File: config.mk
export PLATFORM = sky130hd
export DESIGN_NAME = uart_rx_line_assembler
export DESIGN_NICKNAME = d
export VERILOG_FILES = /design/src/rtl/uart_rx_line_assembler.sv
export SDC_FILE = /design/constraint.sdc
export NUM_CORES = 1
export LEC_CHECK = 0
export ABC_AREA = 1
export CORE_AREA = 2 2 158 160
export DETAILED_ROUTE_END_ITERATION = 10
export DIE_AREA = 0 0 160 162
export SLEW_MARGIN = 20
export SYNTH_ARGS = -nofsm -noshare
export SYNTH_HDL_FRONTEND = slang
export SYNTH_SLANG_ARGS = --single-unit
File: constraint.sdc
create_clock -name sys_clk -period 6.27 [get_ports sys_clk]
set_clock_uncertainty 0.05 [all_clocks]
set_input_delay 1.254 -clock sys_clk [delete_from_list [all_inputs] [get_ports sys_clk]]
set_output_delay 1.254 -clock sys_clk [all_outputs]
set_load 0.1 [all_outputs]
File: src/rtl/uart_rx_line_assembler.sv
// Builds text lines from the uart_rx byte stream, with backspace editing.
// Each completed line is then streamed out one byte at a time over a valid/ready handshake.
module uart_rx_line_assembler #(
   parameter int MAX_LEN = 20,
   parameter int LEN_W   = 6
) (
   input  logic             sys_clk,
   input  logic             sys_rst,
   input  logic [7:0]       rx_data,
   input  logic             rx_data_valid,
   output logic             rx_data_ready,
   output logic             line_valid,
   output logic [LEN_W-1:0] line_len,
   output logic             line_overflow,
   output logic [7:0]       rd_data,
   output logic             rd_valid,
   input  logic             rd_ready,
   output logic             rd_last,
   output logic [7:0]       drop_cnt
);

   typedef enum logic [1:0] {
      ST_FILL  = 2'b01,
      ST_DRAIN = 2'b10
   } state_t;

   state_t           state_q, state_d;
   logic [LEN_W-1:0] count_q, count_d;
   logic [LEN_W-1:0] rd_ptr_q, rd_ptr_d;
   logic [LEN_W-1:0] len_q, len_d;
   logic             ovf_q, ovf_d;
   logic [7:0]       drop_q, drop_d;
   logic             wr_en;
   logic             is_term, is_bs;
   logic [7:0]       rd_byte;
   logic [7:0]       buf_q [MAX_LEN];

   // Explicit compare-per-entry mux keeps the pointer width independent of the array depth
   always_comb begin
      rd_byte = 8'h00;
      for (int i = 0; i < MAX_LEN; i++) begin
         if (rd_ptr_q == LEN_W'(i)) rd_byte = buf_q[i];
      end
   end

   always_comb begin
      state_d       = state_q;
      count_d       = count_q;
      rd_ptr_d      = rd_ptr_q;
      len_d         = len_q;
      ovf_d         = ovf_q;
      drop_d        = drop_q;
      wr_en         = 1'b0;
      rx_data_ready = 1'b0;
      line_valid    = 1'b0;
      rd_valid      = 1'b0;
      rd_last       = 1'b0;
      rd_data       = 8'h00;
      is_term       = (rx_data == 8'h0D) || (rx_data == 8'h0A);
      is_bs         = (rx_data == 8'h08) || (rx_data == 8'h7F);

      case (state_q)
         ST_FILL: begin
            rx_data_ready = 1'b1;
            if (rx_data_valid) begin
               if (is_term) begin
                  // A terminator on an empty line is swallowed, so CRLF gives one line
                  if (count_q != '0) begin
                     len_d    = count_q;
                     rd_ptr_d = '0;
                     state_d  = ST_DRAIN;
                  end
               end else if (is_bs) begin
                  if (count_q != '0) count_d = count_q - LEN_W'(1);
               end else if (count_q < LEN_W'(MAX_LEN)) begin
                  wr_en   = 1'b1;
                  count_d = count_q + LEN_W'(1);
               end else begin
                  ovf_d = 1'b1;
               end
            end
         end

         ST_DRAIN: begin
            line_valid = 1'b1;
            rd_valid   = 1'b1;
            rd_data    = rd_byte;
            rd_last    = (rd_ptr_q == len_q - LEN_W'(1));
            if (rx_data_valid && (drop_q != 8'hFF)) drop_d = drop_q + 8'd1;
            if (rd_ready) begin
               if (rd_last) begin
                  state_d  = ST_FILL;
                  count_d  = '0;
                  rd_ptr_d = '0;
                  len_d    = '0;
                  ovf_d    = 1'b0;
               end else begin
                  rd_ptr_d = rd_ptr_q + LEN_W'(1);
               end
            end
         end

         default: begin
            state_d  = ST_FILL;
            count_d  = '0;
            rd_ptr_d = '0;
            len_d    = '0;
            ovf_d    = 1'b0;
         end
      endcase
   end

   assign line_len      = len_q;
   assign line_overflow = ovf_q;
   assign drop_cnt      = drop_q;

   always_ff @(posedge sys_clk) begin
      if (sys_rst) begin
         state_q  <= ST_FILL;
         count_q  <= '0;
         rd_ptr_q <= '0;
         len_q    <= '0;
         ovf_q    <= 1'b0;
         drop_q   <= 8'h00;
      end else begin
         state_q  <= state_d;
         count_q  <= count_d;
         rd_ptr_q <= rd_ptr_d;
         len_q    <= len_d;
         ovf_q    <= ovf_d;
         drop_q   <= drop_d;
      end
   end

   // Buffer contents need no reset: nothing is read until count has re-filled them
   always_ff @(posedge sys_clk) begin
      for (int i = 0; i < MAX_LEN; i++) begin
         if (wr_en && (count_q == LEN_W'(i))) buf_q[i] <= rx_data;
      end
   end

endmodule

==> results of run 1 <==
## power groups by stage
stage          logic [mW]  clock network [mW]  registers [mW]
2_1_floorplan      0.0614                   0            1.41
3_3_place_gp        0.118                   0            1.41
3_5_place_dp        0.119                   0            1.41
4_1_cts             0.119                1.07            1.38
5_1_grt             0.134                1.13            1.38
6_report            0.118                1.06            1.38
## critical path, delay by kind of cell, from the launching register on
| kind | cells | cell delay (ns) |
|---|---|---|
| flops | 1 | 0.40 |
| compound gates | 1 | 0.12 |
| simple gates | 21 | 1.39 |
| buf+inv | 3 | 1.48 |
| fa+ha+maj | 1 | 0.26 |
## registers in the layout, summed over array words and instances (netlist names)
register,flops
buf_q,160
drop_cnt,8
count_q,6
line_len,6
rd_ptr_q,6
state_q,2
line_overflow,1
## layer usage
layer	up-vias	share of wire [%]
li1	2892	-
met1	2750	47
met4	0	1.6
met2	112	48
met3	18	2.9
met5	-	0
## cell type report
type | instances | area [sq um] | share of cell area [%]
Inverter | 78 | 295 | 3.02
Multi-Input combinational cell | 533 | 2640 | 27.0
Sequential cell | 189 | 5390 | 55.1
Timing Repair Buffer | 51 | 465 | 4.76
Clock buffer | 19 | 453 | 4.63
Clock inverter | 13 | 129 | 1.32
Tap cell | 324 | 405 | 4.15
## metrics by stage
stage,power (mW),util (%),instance area (sq um),setup slack (ns)
after global placement,1.52,38.1,9190,1.38
after global routing,2.64,40.5,9770,0.478
after floorplan,1.47,-,8400,1.59
after CTS,2.57,40.5,9770,0.848
final,2.56,40.5,9770,0.883
after detailed placement,1.53,38.1,9190,1.32
## cells by family after synthesis
| kind of cell | after synthesis | synth area share (%) |
|---|---|---|
| AO/OA/AOI/OAI | 108 | 6.99 |
| XOR/XNOR | 14 | 1.46 |
| adder cells (fa/ha/maj) | 11 | 1.64 |
| buffers and inverters | 93 | 4.46 |
| flip-flops | 189 | 64.1 |
| AND/OR/NAND/NOR | 400 | 21.3 |
## synthesized netlist by cell type, types with 6 or more instances
cell      number
buf_2          6
inv_1         70
xor2_1         9
edfxtp_1     160
a21oi_1       58
or2_2         11
dfxtp_1       29
nand3_1       72
o21ai_0       31
nor3_1        11
ha_1          11
nand2_1      167
clkbuf_1       6
nor2_1       108
inv_2          6
## worst paths after layout
path                         startpoint                    endpoint  slack [ns]  cells past startpoint
max            rd_ptr_q[0]$_SDFFE_PP0P_                  rd_data[4]        0.88                     26
min          line_overflow$_SDFFE_PP0P_  line_overflow$_SDFFE_PP0P_        0.42                      2
max reg2reg     count_q[3]$_SDFFE_PP0P_      buf_q[1][10]$_DFFE_PP_        3.38                      7
min reg2reg  line_overflow$_SDFFE_PP0P_  line_overflow$_SDFFE_PP0P_        0.42                      2
==> run_results.csv, run 1 <==
group,metric,value,unit
run_status,status,"completed",
sta,fmax,186,MHz
place,dpl.cell_count,1175,
global_routing,grt_util_met3,2.27,%
power,p_clk_share,41.5,%
power,powerDensity,262,nW/um^2
yosys,async_reset_ff_share,0,%
yosys,syn_avg_cell_area,10.3,sq um
route,drc,0,
yosys,postSynthCellCount,815,
cts,cts_tree,"yes",
die,ioPinCount,39,
global_routing,grt_pass1_wl,31300,um
yosys,ys.warnings.count,0,
finish,insertedDiodeCount,0,
power,p_int,1.99,mW
cts,hold_buffers,0,
die,fp.dieW,160,um
setup_path,crit_top_cell,"nand2_1",
setup_path,endpoint_kind,"output port",
yosys,synth_top_area_cell,"edfxtp_1",
place,dp_hpwl,13200,um
place,place_congestion,0.850,
cts,htree_levels,4,
power,p_leak,3.42,nW
power,swShare,22.3,%
sta,setup_viol,0,
global_routing,grt_util_all_layers,15.5,%
die,core_area,24100,sq um
power,seqPwrFrac,53.9,%
route,wl_per_cell,15.9,um
yosys,synthFlopType,"edfxtp_1",
sta,fin_crit_sh,85.9,%
global_routing,grt_pass1_vias,5800,
finish,area_growth,16.4,%
yosys,syn-num-nets,838,
worst_hold_path,hold_path.class,"reg2reg",
place,io_buffers,38,
global_routing,busiest_layer,"met2",
sta,slew_headroom,33.6,%
cts,clk_path_buf_depth,2,
power,ir_worst_vdd,0.162,mV
yosys,ys_seq_elements,189,
yosys,synth_edf_count,160,
setup_path,crit_type,"reg2out",
sta,fin_crit,5.39,ns
sta,worstMarginPinSlew,0.993,ns
route,vias_per_cell,4.78,
route,drtIter0Drc,519,
finish,fin_cells,1207,
sta,hold_viol,0,
setup_path,cp.arrival,4.08,ns
yosys,synth_area_leaders,"edfxtp_1 (57%), nand2_1 (7.5%), dfxtp_1 (6.9%), nor2_1 (4.8%), nand3_1 (4.3%)",
yosys,netlist_area,8400,sq um
setup_path,max_stage_delay,1.15,ns
setup_path,crit_required,4.97,ns
setup_path,crit_fanout,16,
sta,holdWs,0.423,ns
finish,final_cell_mix,"nand2_1 (167), edfxtp_1 (160), nor2_1 (108)",
sta,setup_tns,0,ns
global_routing,use_met2,26.1,%
route,drt_wl_total,19100,um
die,die_h,162,um
global_routing,overflow,0,
sta,rsz0062_at_grt,"no",
finish,final_common_cell,"nand2_1",
cts,cts_root_buffer,"clkbuf_16",
sta,slew_viol_final,0,
finish,nNetsFinal,893,
die,dieArea,25900,sq um
route,final_antenna_net_count,0,
cts,cts_buffers,17,
cts,post_cts_buffers,0,
global_routing,grt_start_max_net_pins,24,
cts,clock-sinks,189,
setup_path,cp_slowest_cell,"clkdlybuf4s50_1",
yosys,ys_seq_area_share,64.1,%
route,vias,5772,
setup_path,worstSetupStartpointType,"flop",
yosys,synth_top_area_share,57.2,%
job,max_cap_viol_count,0,
global_routing,grt_util_met1,20.6,%
die,start_util,34.8,%
cts,clk_latency,0.43,ns
die,rows,57,
power,switchingPower,0.570,mW
cts,cts.clk_slew.worst_paths,0.07,ns
route,first_pass_iters,5,
yosys,yosys.cell_types.count,41,
global_routing,antenna_found_initial,0,
finish,drive_above_1_share,9.63,%
power,comb_power_share,4.6,%
finish,fillers,2365,
cts,cts_resized,0,
No activity file was read; power rests on OpenSTA's default activity.
==> run 2: changes to the inputs <==
Settings changed: ABC_AREA 1 to default, CORE_AREA 2 2 158 160 to 2 2 159 161, DIE_AREA 0 0 160 162 to 0 0 161 163.
==> run 2 against run 1 <==
Net effect: setup slack better by 0.28 ns; sequential share of layout area hardly changed; clock power shrank 4%; flip-flop and latch count unchanged; first-iteration DRC count grew 44%; routed wire length is 21% higher; cell area about the same; worst hold slack gained 0.0024 ns; register-to-register slack worse by 0.25 ns; cell count is 11% lower; area after synthesis grew 1.2%; synthesized cell count fell by 14%; critical path type unchanged; critical endpoint is now rd_data[1]; highest routed layer unchanged.
==> run_results.csv, run 2 <==
group,metric,value,unit
die,fp.dieW,161,um
yosys,synthTopCellsByCount,"edfxtp_1 (160), nor2_1 (62), nand2_1 (47)",
route,vias_per_cell,5.63,
yosys,syn-num-nets,724,
sta,rsz0062_at_grt,"no",
global_routing,grt_util_all_layers,18.2,%
finish,final_cell_mix,"edfxtp_1 (160), nor2_1 (62), nand2_1 (47)",
setup_path,critPathTopFamily,"compound AO/OA/AOI/OAI gates",
finish,drive_above_1_share,8.72,%
place,place_congestion,0.857,
sta,setup_viol,0,
setup_path,r2r-end,"count_q[5]$_SDFFE_PP0P_",
setup_path,cp.arrival,3.80,ns
cts,clk_latency,0.43,ns
yosys,yosys.cell_types.count,78,
setup_path,crit_fanout,17,
sta,setup_tns,0,ns
setup_path,worstSetupStartpointType,"flop",
route,drt_wl_total,23200,um
finish,multiInputGateArea,2850,sq um
yosys,ys.warnings.count,0,
sta,fin_crit_sh,81.4,%
place,io_buffers,38,
yosys,synth_area_leaders,"edfxtp_1 (57%), dfxtp_1 (6.8%), nor2_1 (2.7%), a21oi_1 (2.3%), nand2_1 (2.1%)",
power,powerDensity,331,nW/um^2
setup_path,ff2ff_path_depth,7,
setup_path,crit_type,"reg2out",
die,core_area,24700,sq um
die,rows,58,
finish,area.sequential,5390,sq um
yosys,netlist_area,8490,sq um
setup_path,crit_required,4.97,ns
sta,fmax,196,MHz
worst_hold_path,hold_path.class,"reg2reg",
route,wl_per_cell,21.6,um
finish,area_growth,15.0,%
yosys,synth_edf_count,160,
setup_path,cp_slowest_cell,"nor2b_1",
route,drtIter0Drc,746,
die,start_util,34.4,%
sta,setup_slack,1.16,ns
route,drc,0,
global_routing,antenna_found_initial,0,
cts,clock-sinks,189,
place,dp_hpwl,16100,um
setup_path,reg2reg_from,"line_len[0]$_SDFFE_PP0P_",
job,max_cap_viol_count,0,
yosys,ys_seq_elements,189,
setup_path,endpoint_kind,"output port",
finish,fillers,2398,
setup_path,path_cells,"inv_1 -> ha_1 -> nor2b_1 -> a22oi_1 -> o21ai_0 -> a221o_1 -> a21oi_1 -> o41ai_1 -> buf_4",
setup_path,reg2reg_slack,3.13,ns
cts,post_cts_buffers,0,
sta,slew_headroom,34.0,%
finish,regMostFlops,"buf_q",
die,dieArea,26200,sq um
route,final_antenna_net_count,0,
finish,final_common_cell,"edfxtp_1",
die,die_h,163,um
finish,largest_reg_flops,160,
setup_path,path_depth,9,
setup_path,cp_num_buf_inv,2,
cts,cts_root_buffer,"clkbuf_16",
finish,insertedDiodeCount,0,
cts,cts_resized,0,
global_routing,grt_pass1_vias,6022,
cts,cts_tree,"yes",
sta,fin_crit,5.11,ns
cts,cts_buffers,17,
sta,hold_viol,0,
cts,hold_buffers,0,
route,first_pass_iters,5,
setup_path,crit_start,"rd_ptr_q[1]$_SDFFE_PP0P_",
global_routing,grt_start_max_net_pins,43,
yosys,async_reset_ff_share,0,%
cts,htree_levels,4,
setup_path,max_stage_delay,0.84,ns
global_routing,grt_pass1_wl,35900,um
yosys,synth_most_common_cell,"edfxtp_1",
sta,holdWs,0.426,ns
die,ioPinCount,39,
place,pre_cts_slack,1.25,ns
sta,worstMarginPinSlew,0.990,ns
yosys,synthFlopType,"edfxtp_1",
route,vias,6055,
power,p_leak,3.10,nW
yosys,ys_seq_area_share,63.4,%
run_status,status,"completed",
yosys,postSynthCellCount,701,
yosys,syn_avg_cell_area,12.1,sq um
sta,slew_viol_final,0,
finish,nNetsFinal,755,
setup_path,critPathCapture,"rd_data[1]",
power,ir_worst_vdd,0.208,mV
yosys,synth_top_area_cell,"edfxtp_1",
cts,cts.clk_slew.worst_paths,0.06,ns
yosys,synth_top_area_share,56.6,%
global_routing,overflow,0,
cts,clk_path_buf_depth,2,
run 2: worst min path at each step:
stage	startpoint	endpoint	slack, ns	cells after the start
floorplan	state_q[0]$_SDFFE_PP1P_	state_q[1]$_SDFFE_PP0P_	0.40	1
global placement	line_overflow$_SDFFE_PP0P_	line_overflow$_SDFFE_PP0P_	0.40	1
detailed placement	state_q[0]$_SDFFE_PP1P_	state_q[1]$_SDFFE_PP0P_	0.42	1
CTS	state_q[0]$_SDFFE_PP1P_	state_q[1]$_SDFFE_PP0P_	0.43	1
global route	line_overflow$_SDFFE_PP0P_	line_overflow$_SDFFE_PP0P_	0.45	1
finish	state_q[0]$_SDFFE_PP1P_	state_q[1]$_SDFFE_PP0P_	0.43	1
run 2: cells by family (layout without fill, tap and decap cells):
group,Yosys count,count (layout),synth area share (%)
simple gates,214,214,13.1
fa+ha+maj,11,11,1.62
xor+xnor,18,18,1.86
buf+inv,67,111,3.21
mux,2,2,0.236
compound gates,200,200,16.5
flops,189,189,63.4
run 2: through the flow:
step / area [sq um] / power [mW] / instances / utilization (%)
after floorplan: 8490 / 1.99 / 701 / -
after CTS: 9770 / 3.23 / 1075 / 39.6
final: 9770 / 3.24 / 1075 / 39.6
after detailed placement: 9220 / 2.23 / 1043 / 37.4
after global routing: 9770 / 3.35 / 1075 / 39.6
after global placement: 9220 / 2.22 / 1043 / 37.4
run 2: area by class of cell:
cell class,instances,share of cell area (%)
Clock buffer,19,4.43
Clock inverter,13,1.18
Inverter,25,0.961
Multi-Input combinational cell,445,29.2
Sequential cell,189,55.1
Tap cell,330,4.23
Timing Repair Buffer,54,4.92
run 2: power by group:
group | switching [mW] | internal [mW] | total (mW)
clock network | 0.471 | 0.549 | 1.02
logic | 0.543 | 0.229 | 0.772
registers | 0.0324 | 1.41 | 1.45
total | 1.05 | 2.19 | 3.24
run 2: routing by layer:
metal  vias up  wire length, um  GRT usage (%)
li1       2768                -              -
met1      2996             9840           24.6
met2       254            11200           29.9
met3        37             1630           3.00
met4         0              512           6.49
met5         -                0              0
